### config.mk
export PLATFORM = sky130hd
export DESIGN_NAME = mem_dump_tx_flat
export DESIGN_NICKNAME = d
export VERILOG_FILES = /design/src/rtl/mem_dump_tx_pkg.sv /design/src/rtl/mem_dump_tx_if.sv /design/src/rtl/baud_gen.sv /design/src/rtl/mem_dump_tx.sv /design/src/flat_wrapper.sv
export SDC_FILE = /design/constraint.sdc
export NUM_CORES = 1
export LEC_CHECK = 0
export ABC_AREA = 1
export CORE_AREA = 2 2 106 108
export CTS_CLUSTER_SIZE = 10
export DETAILED_ROUTE_END_ITERATION = 12
export DIE_AREA = 0 0 108 110
export GPL_ROUTABILITY_DRIVEN = 0
export PLACE_DENSITY_LB_ADDON = 0.3
export SYNTH_ARGS = -nofsm -noshare
export SYNTH_HDL_FRONTEND = slang
export SYNTH_HIERARCHICAL = 1
export SYNTH_SLANG_ARGS = --single-unit
### constraint.sdc
create_clock -name clock -period 7.6 [get_ports clock]
set_input_delay 0.76 -clock clock [delete_from_list [all_inputs] [get_ports clock]]
set_output_delay 0.76 -clock clock [all_outputs]
set_load 0.05 [all_outputs]
### src/rtl/mem_dump_tx_pkg.sv
// Shared constants and FSM encoding for the memory dump serial transmitter.
// Build option: define DUMP_PARITY_EN to add an even-parity bit to every byte frame.
package mem_dump_tx_pkg;

  localparam int unsigned BYTES_PER_WORD       = 4;
  localparam int unsigned FRAME_BITS_NO_PARITY = 10;
  localparam int unsigned FRAME_BITS_PARITY    = 11;

`ifdef DUMP_PARITY_EN
  localparam int unsigned FRAME_BITS = FRAME_BITS_PARITY;
`else
  localparam int unsigned FRAME_BITS = FRAME_BITS_NO_PARITY;
`endif

  typedef enum logic [2:0] {
    IDLE       = 3'd0,
    READ       = 3'd1,
    LOAD       = 3'd2,
    START_BIT  = 3'd3,
    DATA_BITS  = 3'd4,
`ifdef DUMP_PARITY_EN
    PARITY_BIT = 3'd5,
`endif
    STOP_BIT   = 3'd6,
    DONE       = 3'd7
  } state_e;

endpackage

### src/rtl/mem_dump_tx_if.sv
// Read-port bundle between the dump engine (master) and the data memory (slave).
interface mem_dump_tx_if;

  logic [31:0] mem_address;
  logic        mem_oe;
  logic [31:0] mem_data;

  modport master (output mem_address, output mem_oe, input mem_data);
  modport slave  (input mem_address, input mem_oe, output mem_data);

endinterface

### src/rtl/baud_gen.sv
// Bit-period timer: while enabled, bitTick fires on the last cycle of every CLKS_PER_BIT period.
module baud_gen #(
  parameter int unsigned CLKS_PER_BIT = 16
) (
  input  logic clock,
  input  logic reset,
  input  logic enable,
  output logic bitTick
);

  localparam int unsigned CntW = (CLKS_PER_BIT > 1) ? $clog2(CLKS_PER_BIT) : 1;
  localparam logic [CntW-1:0] Reload = CntW'(CLKS_PER_BIT - 1);

  logic [CntW-1:0] cntQ;

  // Held at the reload value while idle so the first bit gets a full period.
  always_ff @(posedge clock or posedge reset) begin
    if (reset) begin
      cntQ <= '0;
    end else if (!enable || (cntQ == '0)) begin
      cntQ <= Reload;
    end else begin
      cntQ <= cntQ - CntW'(1);
    end
  end

  assign bitTick = enable && (cntQ == '0);

endmodule

### src/rtl/mem_dump_tx.sv
// Reads word_count words from memory and streams them LSB-first as UART byte frames on tx.
// Build option: DUMP_PARITY_EN inserts an even-parity bit before the stop bit.
module mem_dump_tx
  import mem_dump_tx_pkg::*;
#(
  parameter int unsigned CLKS_PER_BIT = 16
) (
  input  logic                 clock,
  input  logic                 reset,
  input  logic                 start,
  input  logic [31:0]          base_address,
  input  logic [15:0]          word_count,
  mem_dump_tx_if.master        mem,
  output logic                 tx,
  output logic                 busy,
  output logic                 done
);

  localparam logic [1:0] LastByte = 2'(BYTES_PER_WORD - 1);

  state_e      stateQ, stateD;
  logic [31:0] addrQ, addrD;
  logic [31:0] shiftQ, shiftD;
  logic [15:0] remainQ, remainD;
  logic [1:0]  byteIdxQ, byteIdxD;
  logic [2:0]  bitIdxQ, bitIdxD;
  logic        bitTick, baudEn;

  baud_gen #(
    .CLKS_PER_BIT(CLKS_PER_BIT)
  ) u_baud_gen (
    .clock  (clock),
    .reset  (reset),
    .enable (baudEn),
    .bitTick(bitTick)
  );

  always_ff @(posedge clock or posedge reset) begin
    if (reset) begin
      stateQ   <= IDLE;
      addrQ    <= '0;
      shiftQ   <= '0;
      remainQ  <= '0;
      byteIdxQ <= '0;
      bitIdxQ  <= '0;
    end else begin
      stateQ   <= stateD;
      addrQ    <= addrD;
      shiftQ   <= shiftD;
      remainQ  <= remainD;
      byteIdxQ <= byteIdxD;
      bitIdxQ  <= bitIdxD;
    end
  end

  always_comb begin
    stateD   = stateQ;
    addrD    = addrQ;
    shiftD   = shiftQ;
    remainD  = remainQ;
    byteIdxD = byteIdxQ;
    bitIdxD  = bitIdxQ;
    case (stateQ)
      IDLE: begin
        if (start) begin
          addrD   = base_address;
          remainD = word_count;
          stateD  = (word_count == 16'd0) ? DONE : READ;
        end
      end
      READ: stateD = LOAD;
      LOAD: begin
        shiftD   = mem.mem_data;
        byteIdxD = '0;
        bitIdxD  = '0;
        stateD   = START_BIT;
      end
      START_BIT: begin
        if (bitTick) begin
          bitIdxD = '0;
          stateD  = DATA_BITS;
        end
      end
      DATA_BITS: begin
        if (bitTick) begin
          if (bitIdxQ == 3'd7) begin
`ifdef DUMP_PARITY_EN
            stateD = PARITY_BIT;
`else
            stateD = STOP_BIT;
`endif
          end else begin
            bitIdxD = bitIdxQ + 3'd1;
          end
        end
      end
`ifdef DUMP_PARITY_EN
      PARITY_BIT: begin
        if (bitTick) stateD = STOP_BIT;
      end
`endif
      STOP_BIT: begin
        if (bitTick) begin
          if (byteIdxQ == LastByte) begin
            addrD   = addrQ + 32'd1;
            remainD = remainQ - 16'd1;
            stateD  = (remainQ == 16'd1) ? DONE : READ;
          end else begin
            // Next byte moves into the low lane; no idle gap between bytes of a word.
            byteIdxD = byteIdxQ + 2'd1;
            shiftD   = {8'h00, shiftQ[31:8]};
            stateD   = START_BIT;
          end
        end
      end
      DONE:    stateD = IDLE;
      default: stateD = IDLE;
    endcase
  end

  always_comb begin
    tx = 1'b1;
    case (stateQ)
      START_BIT: tx = 1'b0;
      DATA_BITS: tx = shiftQ[bitIdxQ];
`ifdef DUMP_PARITY_EN
      PARITY_BIT: tx = ^shiftQ[7:0];
`endif
      default:   tx = 1'b1;
    endcase
  end

  assign baudEn          = (stateQ == START_BIT) || (stateQ == DATA_BITS) ||
`ifdef DUMP_PARITY_EN
                           (stateQ == PARITY_BIT) ||
`endif
                           (stateQ == STOP_BIT);
  assign busy            = (stateQ != IDLE) && (stateQ != DONE);
  assign done            = (stateQ == DONE);
  assign mem.mem_oe      = (stateQ == READ);
  assign mem.mem_address = addrQ;

endmodule

### src/flat_wrapper.sv
// flat-port wrapper written by rule: the top's interface ports become plain ports
module mem_dump_tx_flat import mem_dump_tx_pkg::*;
#(
  parameter int unsigned CLKS_PER_BIT = 16
)
  (clock, reset, start, base_address, word_count, tx, busy, done, mem_mem_address, mem_mem_oe, mem_mem_data);
  mem_dump_tx_if mem_i ();
  input  logic clock;
  input  logic reset;
  input  logic start;
  input  logic [31:0] base_address;
  input  logic [15:0] word_count;
  output logic tx;
  output logic busy;
  output logic done;
  output wire logic [$bits(mem_i.mem_address)-1:0] mem_mem_address;
  output wire logic [$bits(mem_i.mem_oe)-1:0] mem_mem_oe;
  input wire logic [$bits(mem_i.mem_data)-1:0] mem_mem_data;
  assign mem_mem_address = mem_i.mem_address;
  assign mem_mem_oe = mem_i.mem_oe;
  assign mem_i.mem_data = mem_mem_data;
  mem_dump_tx #(.CLKS_PER_BIT(CLKS_PER_BIT)) u_core (.clock(clock), .reset(reset), .start(start), .base_address(base_address), .word_count(word_count), .mem(mem_i), .tx(tx), .busy(busy), .done(done));
endmodule
==> impl_results.html, run 1 <==
<table>
<tr><th>Metric</th><th>Value</th></tr>
<tr><th colspan="2">Logic synthesis</th></tr>
<tr><td>Number of enable flip-flop cells after synthesis</td><td>0</td></tr>
<tr><td>Number of warnings reported in the yosys synthesis log</td><td>6</td></tr>
<tr><td>Main synth FF type</td><td>dfrtp_1</td></tr>
<tr><td>Proportion of register bits with asynchronous set or reset after synthesis</td><td>100%</td></tr>
<tr><td>Post-synthesis instance area</td><td>between 5000 and 6000 µm²</td></tr>
<tr><td>Number of unique standard cell types used by synthesis</td><td>31</td></tr>
<tr><td>Post-synthesis average cell area</td><td>6.51 µm²</td></tr>
<tr><td>Syn_nets</td><td>1008</td></tr>
<tr><td>Share of synthesized area occupied by flip-flops and latches</td><td>38.5%</td></tr>
<tr><td>Register bit total from synthesis</td><td>92</td></tr>
<tr><td>Library cell with the largest summed area after synthesis</td><td>dfrtp_1</td></tr>
<tr><td>Number of cells produced by synthesis</td><td>918</td></tr>
<tr><td>Portion of synthesized cell area occupied by the leading cell type</td><td>38.5%</td></tr>
<tr><td>Synth area leaders</td><td>dfrtp_1, nand2_1, inv_1, nor2_1, nand3_1</td></tr>
<tr><th colspan="2">Critical path</th></tr>
<tr><td>Critical Path Start Type</td><td>flop</td></tr>
<tr><td>Crit path capture type</td><td>flop</td></tr>
<tr><td>Setup slack, reg-to-reg</td><td>4.26 ns</td></tr>
<tr><td>Critical-path maximum fanout</td><td>59</td></tr>
<tr><td>Crit Path Class</td><td>reg -&gt; reg</td></tr>
<tr><td>Data arrival at the endpoint of the critical path</td><td>3.59 ns</td></tr>
<tr><td>Reg-to-reg startpoint</td><td>u_core/stateQ[1]</td></tr>
<tr><td>CP Data Required Time</td><td>7.85 ns</td></tr>
<tr><td>Timing startpoint of the critical path</td><td>u_core/stateQ[1]</td></tr>
<tr><th colspan="2">Cells and area</th></tr>
<tr><td>Multi-input logic area</td><td>3030 µm²</td></tr>
<tr><td>Total of fill cells in the finished design</td><td>940</td></tr>
<tr><td>Most common cell after layout, fill and taps aside</td><td>nand2_1</td></tr>
<tr><td>Diodes inserted</td><td>0</td></tr>
<tr><td>Register Area</td><td>about 2300 µm²</td></tr>
<tr><td>Proportion of layout cells with a drive suffix above 1</td><td>between 4 and 5%</td></tr>
<tr><td>Commonest cells after routing, fill and taps aside</td><td>nand2_1, clkdlybuf4s50_1, inv_1</td></tr>
<tr><td>Final Non-Filler Cells</td><td>1161</td></tr>
<tr><td>Final-stage net count</td><td>1106</td></tr>
<tr><td>Area delta synth-&gt;final</td><td>24.2%</td></tr>
<tr><th colspan="2">STA</th></tr>
<tr><td>Count of final setup violators</td><td>0</td></tr>
<tr><td>Max-slew violation total from the final report</td><td>0</td></tr>
<tr><td>Part of the cycle the worst path needs</td><td>around 44%</td></tr>
<tr><td>Worst hold-check slack</td><td>0.433 ns</td></tr>
<tr><td>Maximum clock skew at final layout</td><td>0.00976 ns</td></tr>
<tr><td>Total Negative Setup Slacks</td><td>0 ns</td></tr>
<tr><td>Final hold violation count</td><td>0</td></tr>
<tr><td>Transition time at the pin with the least slew margin</td><td>1.01 ns</td></tr>
<tr><td>Setup repair after global routing missed its margin</td><td>false</td></tr>
<tr><td>Post-layout worst setup margin</td><td>4.26 ns</td></tr>
<tr><td>Top achievable clock speed</td><td>300 MHz</td></tr>
<tr><td>Rel. slew slack</td><td>33.0%</td></tr>
<tr><td>Minimum clock period</td><td>roughly 3.3 ns</td></tr>
<tr><th colspan="2">Clock network</th></tr>
<tr><td>Number of gates resized after CTS</td><td>0</td></tr>
<tr><td>Number of setup buffers added after CTS</td><td>0</td></tr>
<tr><td>Num CTS Buffers</td><td>9</td></tr>
<tr><td>Maximum count of clock buffers along a single path</td><td>2</td></tr>
<tr><td>Root Buffer Master</td><td>clkbuf_8</td></tr>
<tr><td>Hold buffers post-CTS</td><td>0</td></tr>
<tr><td>Clock latency at the later pin of the worst-skew pair</td><td>0.36 ns</td></tr>
<tr><td>Clock slew seen by the registers of the worst setup and hold paths</td><td>0.08 ns</td></tr>
<tr><td>Total number of H-tree levels</td><td>3</td></tr>
<tr><td>CTS tree</td><td>yes</td></tr>
<tr><td>CTS sink cnt</td><td>92</td></tr>
<tr><th colspan="2">Routing</th></tr>
<tr><td>Post-route DRC</td><td>0</td></tr>
<tr><td>Total wire length</td><td>15100 µm</td></tr>
<tr><td>Via-per-instance ratio</td><td>roughly 5.2</td></tr>
<tr><td>Number of routed nets with antenna violations</td><td>0</td></tr>
<tr><td>Pre-Repair DR Iteration Count</td><td>5</td></tr>
<tr><td>Wire length per cell</td><td>roughly 13 µm</td></tr>
<tr><td>Iter 0 DRT Violations</td><td>~430</td></tr>
<tr><td>Detailed-route via count</td><td>6080</td></tr>
<tr><th colspan="2">Run</th></tr>
<tr><td>Max-cap violations</td><td>0</td></tr>
<tr><th colspan="2">Power</th></tr>
<tr><td>Static leakage power</td><td>about 3.4 nW</td></tr>
<tr><td>Internal</td><td>approximately 0.76 mW</td></tr>
<tr><td>Post-route total power</td><td>0.963 mW</td></tr>
<tr><td>Comb pwr share</td><td>8.1%</td></tr>
<tr><td>Part of the power in the clock network</td><td>about two fifths</td></tr>
<tr><td>Net switching power</td><td>between 0.2 and 0.25 mW</td></tr>
<tr><td>Sequential group share of total power</td><td>51.9%</td></tr>
<tr><td>Switching share of power</td><td>21.4%</td></tr>
<tr><td>Highest ir drop seen on vdd</td><td>0.0843 mV</td></tr>
<tr><td>Total power density per cell area</td><td>130 nW/µm²</td></tr>
<tr><th colspan="2">Die</th></tr>
<tr><td>Core footprint</td><td>10700 µm²</td></tr>
<tr><td>Die area</td><td>~12000 µm²</td></tr>
<tr><td>Width of the chip</td><td>108 µm</td></tr>
<tr><td>Overall die height</td><td>110 µm</td></tr>
<tr><td>Number of cell rows</td><td>38</td></tr>
<tr><td>Number of top-level pins</td><td>119</td></tr>
<tr><td>Initial core utilization</td><td>55.9%</td></tr>
<tr><th colspan="2">Placed design</th></tr>
<tr><td>Post-Place Setup Slack</td><td>4.28 ns</td></tr>
<tr><td>Cell count after placement</td><td>1145</td></tr>
<tr><td>Placed wire-length estimate after detailed placement</td><td>10900 µm</td></tr>
<tr><td># port buffers</td><td>between 100 and 150</td></tr>
<tr><th colspan="2">Global route</th></tr>
<tr><td>First-pass GRT wire length</td><td>approximately 25000 µm</td></tr>
<tr><td>Remaining Overflow, GRT</td><td>0</td></tr>
<tr><td>Number of antenna violations at the first check in global routing</td><td>0</td></tr>
<tr><td>Number of global-route vias before repair</td><td>about 5.7k</td></tr>
<tr><td>Pin count of the biggest net entering global routing</td><td>112</td></tr>
<tr><td>Global-route total usage across every layer</td><td>26.7%</td></tr>
<tr><th colspan="2">Outcome</th></tr>
<tr><td>Outcome</td><td>completed</td></tr>
<tr><th colspan="2">Hold path</th></tr>
<tr><td>Launch point of the worst hold path</td><td>u_core/u_baud_gen/cntQ[0]</td></tr>
<tr><td>Class of the most critical hold timing path</td><td>reg -&gt; reg</td></tr>
</table>
## critical path, stage by stage (launching register included)
cell	delay, ns
dfrtp_1	0.42
inv_2	0.07
nor2_2	0.14
nand2_2	0.55
nand3_1	0.23
inv_1	0.09
nor2_1	0.20
nor2_2	0.09
nor2_1	0.20
nand2_2	0.05
buf_4	0.29
inv_2	0.54
o21ai_0	0.18
nand2_1	0.09
nand2_1	0.05
## stage by stage
stage | area [µm²] | util [%]
floorplan | 5980 | -
global placement | 7180 | 67.2
detailed placement | 7180 | 67.2
CTS | 7420 | 69.4
global route | 7420 | 69.4
finish | 7420 | 69.4
## sequential cells by signal, summed over array words and instances, names as in the netlist
signal / flops
u_core/byteIdxQ: 2
u_core/remainQ: 16
u_core/u_baud_gen/cntQ: 4
u_core/mem.mem_address: 32
u_core/shiftQ: 32
u_core/stateQ: 3
u_core/bitIdxQ: 3
## Yosys cell counts (all sizes together) (3+ instances only)
library cell  number
buf               27
xnor2              3
a21oi             38
clkbuf             8
nand4              3
or2               16
dfrtp             92
nand3             67
o21ai             70
nand3b             3
nand2            314
inv              123
nor3               4
nor2             110
o211ai            26
ha                 7
## path summary, 6_finish.rpt
| kind | cells after the start | end |
|---|---|---|
| setup / recovery | 14 | u_core/remainQ[6] |
| hold / removal | 1 | u_core/u_baud_gen/cntQ[0] |
| setup reg to reg | 14 | u_core/remainQ[6] |
| hold reg to reg | 1 | u_core/u_baud_gen/cntQ[0] |
| max in group asynchronous | 3 | u_core/mem.mem_address[28] |
| min in group asynchronous | 2 | u_core/u_baud_gen/cntQ[3] |
## power groups by stage
| stage | clock (mW) | sequential (mW) | combinational, mW |
|---|---|---|---|
| floorplan | 0 | 0.509 | 0.0265 |
| global placement | 0 | 0.510 | 0.0777 |
| detailed placement | 0 | 0.510 | 0.0783 |
| CTS | 0.392 | 0.500 | 0.0788 |
| global route | 0.416 | 0.501 | 0.0868 |
| finish | 0.385 | 0.500 | 0.0778 |
## layer usage
layer	share of wire [%]	wire length, µm	track usage [%]
met1	45	6730	35.9
met2	46	6980	43.5
met3	6.9	1040	4.59
met4	2.1	314	9.98
met5	0	0	0
## logic make-up (layout without fill, tap and decap cells)
logic type,count (synthesis),in the layout,share of synthesized area [%]
AND/OR/NAND/NOR,518,518,35.5
buffers and inverters,158,261,11.0
AO/OA/AOI/OAI,138,138,12.8
flip-flops,92,92,38.5
adder cells (fa/ha/maj),7,7,1.47
XOR/XNOR,5,5,0.733
## area by class of cell
cell class                      count  area share [%]
Tap cell                          140            2.36
Clock inverter                      3           0.910
Timing Repair Buffer              122            16.3
Multi-Input combinational cell    668            40.9
Sequential cell                    92            31.0
Inverter                          123            6.24
Clock buffer                       13            2.28
Note: power is estimated with default switching activity, not from simulation.
==> inputs of run 2 (changes only) <==
- CORE_AREA: 2 2 106 108 -> 2 2 115 117
- DIE_AREA: 0 0 108 110 -> 0 0 117 119
- clock period: 7.6 -> 2.8 ns (I/O delays scaled with it)
==> run 2 against run 1 <==
Compared with the run above: die area increased by 17%; cell area increased by 2.3%; non-clock buffer count increased by 6; count of clock-buffer cells in the layout decreased by 3; global-route usage decreased by 3.7 points; hold slack got worse by 0.26 ns; setup slack got worse by 3.9 ns; sequential power increased to 2.7 times the previous value; power increased to 2.9 times the previous value; critical path type is now reg -> out; register-to-register slack got worse by 3.7 ns; critical path depth decreased by 8; highest routed layer unchanged.
==> impl_results.html, run 2 (same netlist as run 1, synthesis figures left out) <==
<table>
<tr><th>Metric</th><th>Value</th></tr>
<tr><th colspan="2">Global route</th></tr>
<tr><td>Met1 track demand over resource</td><td>32.4% (-3.5 points)</td></tr>
<tr><td>Remaining Overflow, GRT</td><td>0 (unchanged)</td></tr>
<tr><td>Most congested layer reported by global routing</td><td>met2</td></tr>
<tr><td>Pin count of the biggest net entering global routing</td><td>61 (-46%)</td></tr>
<tr><td>Global routing usage on met3</td><td>4.02% (-0.57 points)</td></tr>
<tr><td>Number of antenna violations at the first check in global routing</td><td>0 (unchanged)</td></tr>
<tr><td>First-pass GRT wire length</td><td>25500 µm (+0.35%)</td></tr>
<tr><td>Global-route total usage across every layer</td><td>23.0% (-3.7 points)</td></tr>
<tr><td>Global routing met2 resource utilization</td><td>35.3% (-8.2 points)</td></tr>
<tr><td>Number of global-route vias before repair</td><td>5484 (-4.4%)</td></tr>
<tr><th colspan="2">Clock network</th></tr>
<tr><td>Clock latency at the later pin of the worst-skew pair</td><td>0.35 ns (about the same)</td></tr>
<tr><td>Number of gates resized after CTS</td><td>0 (unchanged)</td></tr>
<tr><td>Root Buffer Master</td><td>clkbuf_16</td></tr>
<tr><td>Num CTS Buffers</td><td>9 (unchanged)</td></tr>
<tr><td>Number of setup buffers added after CTS</td><td>0 (unchanged)</td></tr>
<tr><td>Maximum count of clock buffers along a single path</td><td>2 (unchanged)</td></tr>
<tr><td>Clock slew seen by the registers of the worst setup and hold paths</td><td>0.06 ns (-0.02 ns)</td></tr>
<tr><td>Total number of H-tree levels</td><td>3 (unchanged)</td></tr>
<tr><td>Hold buffers post-CTS</td><td>0 (unchanged)</td></tr>
<tr><td>CTS sink cnt</td><td>92 (unchanged)</td></tr>
<tr><td>CTS tree</td><td>yes</td></tr>
<tr><th colspan="2">STA</th></tr>
<tr><td>Maximum clock skew at final layout</td><td>0.00620 ns (-0.00356 ns)</td></tr>
<tr><td>Total Negative Setup Slacks</td><td>0 ns (unchanged)</td></tr>
<tr><td>Final hold violation count</td><td>0 (unchanged)</td></tr>
<tr><td>Count of final setup violators</td><td>0 (unchanged)</td></tr>
<tr><td>Post-layout worst setup margin</td><td>0.356 ns (-3.91 ns)</td></tr>
<tr><td>Setup repair after global routing missed its margin</td><td>false</td></tr>
<tr><td>Rel. slew slack</td><td>54.6% (+22 points)</td></tr>
<tr><td>Max-slew violation total from the final report</td><td>0 (unchanged)</td></tr>
<tr><td>Transition time at the pin with the least slew margin</td><td>0.678 ns (-0.327 ns)</td></tr>
<tr><td>Part of the cycle the worst path needs</td><td>87.3%</td></tr>
<tr><td>Top achievable clock speed</td><td>409 MHz</td></tr>
<tr><td>Minimum clock period</td><td>2.44 ns</td></tr>
<tr><td>Worst hold-check slack</td><td>0.176 ns (-0.257 ns)</td></tr>
<tr><th colspan="2">Outcome</th></tr>
<tr><td>Outcome</td><td>completed</td></tr>
<tr><th colspan="2">Routing</th></tr>
<tr><td>Iter 0 DRT Violations</td><td>524 (+23%)</td></tr>
<tr><td>Pre-Repair DR Iteration Count</td><td>5 (unchanged)</td></tr>
<tr><td>Total wire length</td><td>15300 µm (+1.9%)</td></tr>
<tr><td>Via-per-instance ratio</td><td>5.02 (-4.2%)</td></tr>
<tr><td>Number of routed nets with antenna violations</td><td>0 (unchanged)</td></tr>
<tr><td>Detailed-route via count</td><td>6036 (-0.72%)</td></tr>
<tr><td>Post-route DRC</td><td>0 (unchanged)</td></tr>
<tr><td>Wire length per cell</td><td>12.8 µm (-1.7%)</td></tr>
<tr><th colspan="2">Placed design</th></tr>
<tr><td># port buffers</td><td>118 (unchanged)</td></tr>
<tr><td>Placed wire-length estimate after detailed placement</td><td>11300 µm (+4.0%)</td></tr>
<tr><td>Instance area at placement</td><td>7300 µm² (+1.6%)</td></tr>
<tr><td>Post-Place Setup Slack</td><td>0.564 ns (-3.72 ns)</td></tr>
<tr><th colspan="2">Hold path</th></tr>
<tr><td>Class of the most critical hold timing path</td><td>in -&gt; async</td></tr>
<tr><th colspan="2">Critical path</th></tr>
<tr><td>Reg-to-reg startpoint</td><td>u_core/stateQ[1]</td></tr>
<tr><td>Data arrival at the endpoint of the critical path</td><td>2.16 ns (-1.43 ns)</td></tr>
<tr><td>Endpoint of the worst register-to-register path</td><td>u_core/mem.mem_address[18]</td></tr>
<tr><td>Crit path capture type</td><td>output port</td></tr>
<tr><td>Timing startpoint of the critical path</td><td>u_core/bitIdxQ[0]</td></tr>
<tr><td>Setup slack, reg-to-reg</td><td>0.54 ns (-3.72 ns)</td></tr>
<tr><td>Critical Path Start Type</td><td>flop</td></tr>
<tr><td>R2r worst-path depth</td><td>14 (unchanged)</td></tr>
<tr><td>Crit Path Class</td><td>reg -&gt; out</td></tr>
<tr><td>CP Data Required Time</td><td>2.52 ns (-5.33 ns)</td></tr>
<tr><td>Critical-path maximum fanout</td><td>11 (-81%)</td></tr>
<tr><th colspan="2">Cells and area</th></tr>
<tr><td>Proportion of layout cells with a drive suffix above 1</td><td>5.36% (+0.56 points)</td></tr>
<tr><td>Area delta synth-&gt;final</td><td>27.0%</td></tr>
<tr><td>Commonest cells after routing, fill and taps aside</td><td>nand2_1, clkdlybuf4s50_1, inv_1</td></tr>
<tr><td>Most common cell after layout, fill and taps aside</td><td>nand2_1</td></tr>
<tr><td>Diodes inserted</td><td>0 (unchanged)</td></tr>
<tr><td>Final-stage net count</td><td>1112 (+0.54%)</td></tr>
<tr><td>Final instance area</td><td>7590 µm² (+2.3%)</td></tr>
<tr><th colspan="2">Run</th></tr>
<tr><td>Max-cap violations</td><td>0 (unchanged)</td></tr>
<tr><th colspan="2">Die</th></tr>
<tr><td>Die area</td><td>13900 µm² (+17%)</td></tr>
<tr><td>Initial core utilization</td><td>46.4% (-9.4 points)</td></tr>
<tr><td>Core footprint</td><td>12900 µm² (+20%)</td></tr>
<tr><td>Width of the chip</td><td>117 µm (+8.3%)</td></tr>
<tr><td>Number of cell rows</td><td>42 (+11%)</td></tr>
<tr><td>Number of top-level pins</td><td>119 (unchanged)</td></tr>
<tr><td>Overall die height</td><td>119 µm (+8.2%)</td></tr>
<tr><th colspan="2">Power</th></tr>
<tr><td>Total power density per cell area</td><td>367 nW/µm² (+180%)</td></tr>
<tr><td>Highest ir drop seen on vdd</td><td>0.258 mV (+210%)</td></tr>
<tr><td>Static leakage power</td><td>3.48 nW (+1.7%)</td></tr>
</table>
[run 2: cell types whose count changed in the layout (fill, tap and decap cells not counted)]
cell	previous run	this run
clkbuf_8	12	0
clkbuf_16	0	9
buf_4	4	8
buf_12	0	2
clkinv_2	1	3
bufinv_16	2	1
clkinvlp_4	1	2
inv_6	0	1
[run 2: layer usage]
metal,vias to the layer above,routed length [µm]
met4,0,303
met2,186,6820
met3,19,969
li1,3092,-
met5,-,0
met1,2739,7250
[run 2: stage by stage]
stage | instances | power, mW | util, %
floorplan | 918 | 1.45 | -
global placement | 1187 | 1.60 | 56.7
detailed placement | 1187 | 1.60 | 56.7
CTS | 1203 | 2.83 | 59.0
global route | 1203 | 2.90 | 59.0
finish | 1203 | 2.79 | 59.0
[run 2: final cells by class]
cell class              instances  area [µm²]
fillers                      1255        5280
clock buffers                  10         229
flip-flops and latches         92        2300
inverters                     123         463
repair buffers                128        1280
well taps                     176         220
multi-input cells             668        3030
clock inverters                 6        63.8
[run 2: worst max path at each step]
stage / cells after the start / to
finish: 6 / tx
floorplan: 1 / u_core/bitIdxQ[0]
detailed placement: 13 / u_core/mem.mem_address[18]
global route: 6 / tx
global placement: 12 / u_core/mem.mem_address[18]
CTS: 6 / tx
[run 2: worst max-delay path: stages, from the launching register on]
cell and delay (ns):
dfrtp_1 0.48, a21oi_1 0.19, o21ai_0 0.11, nand3_1 0.08, o211ai_1 0.08, nand2_1 0.08
clkdlybuf4s50_1 0.80
[run 2: power by group]
part / internal (mW) / total, mW / switching (mW)
logic: 0.131 / 0.216 / 0.0851
clock network: 0.692 / 1.21 / 0.523
registers: 1.35 / 1.36 / 0.00649
total: 2.18 / 2.79 / 0.614
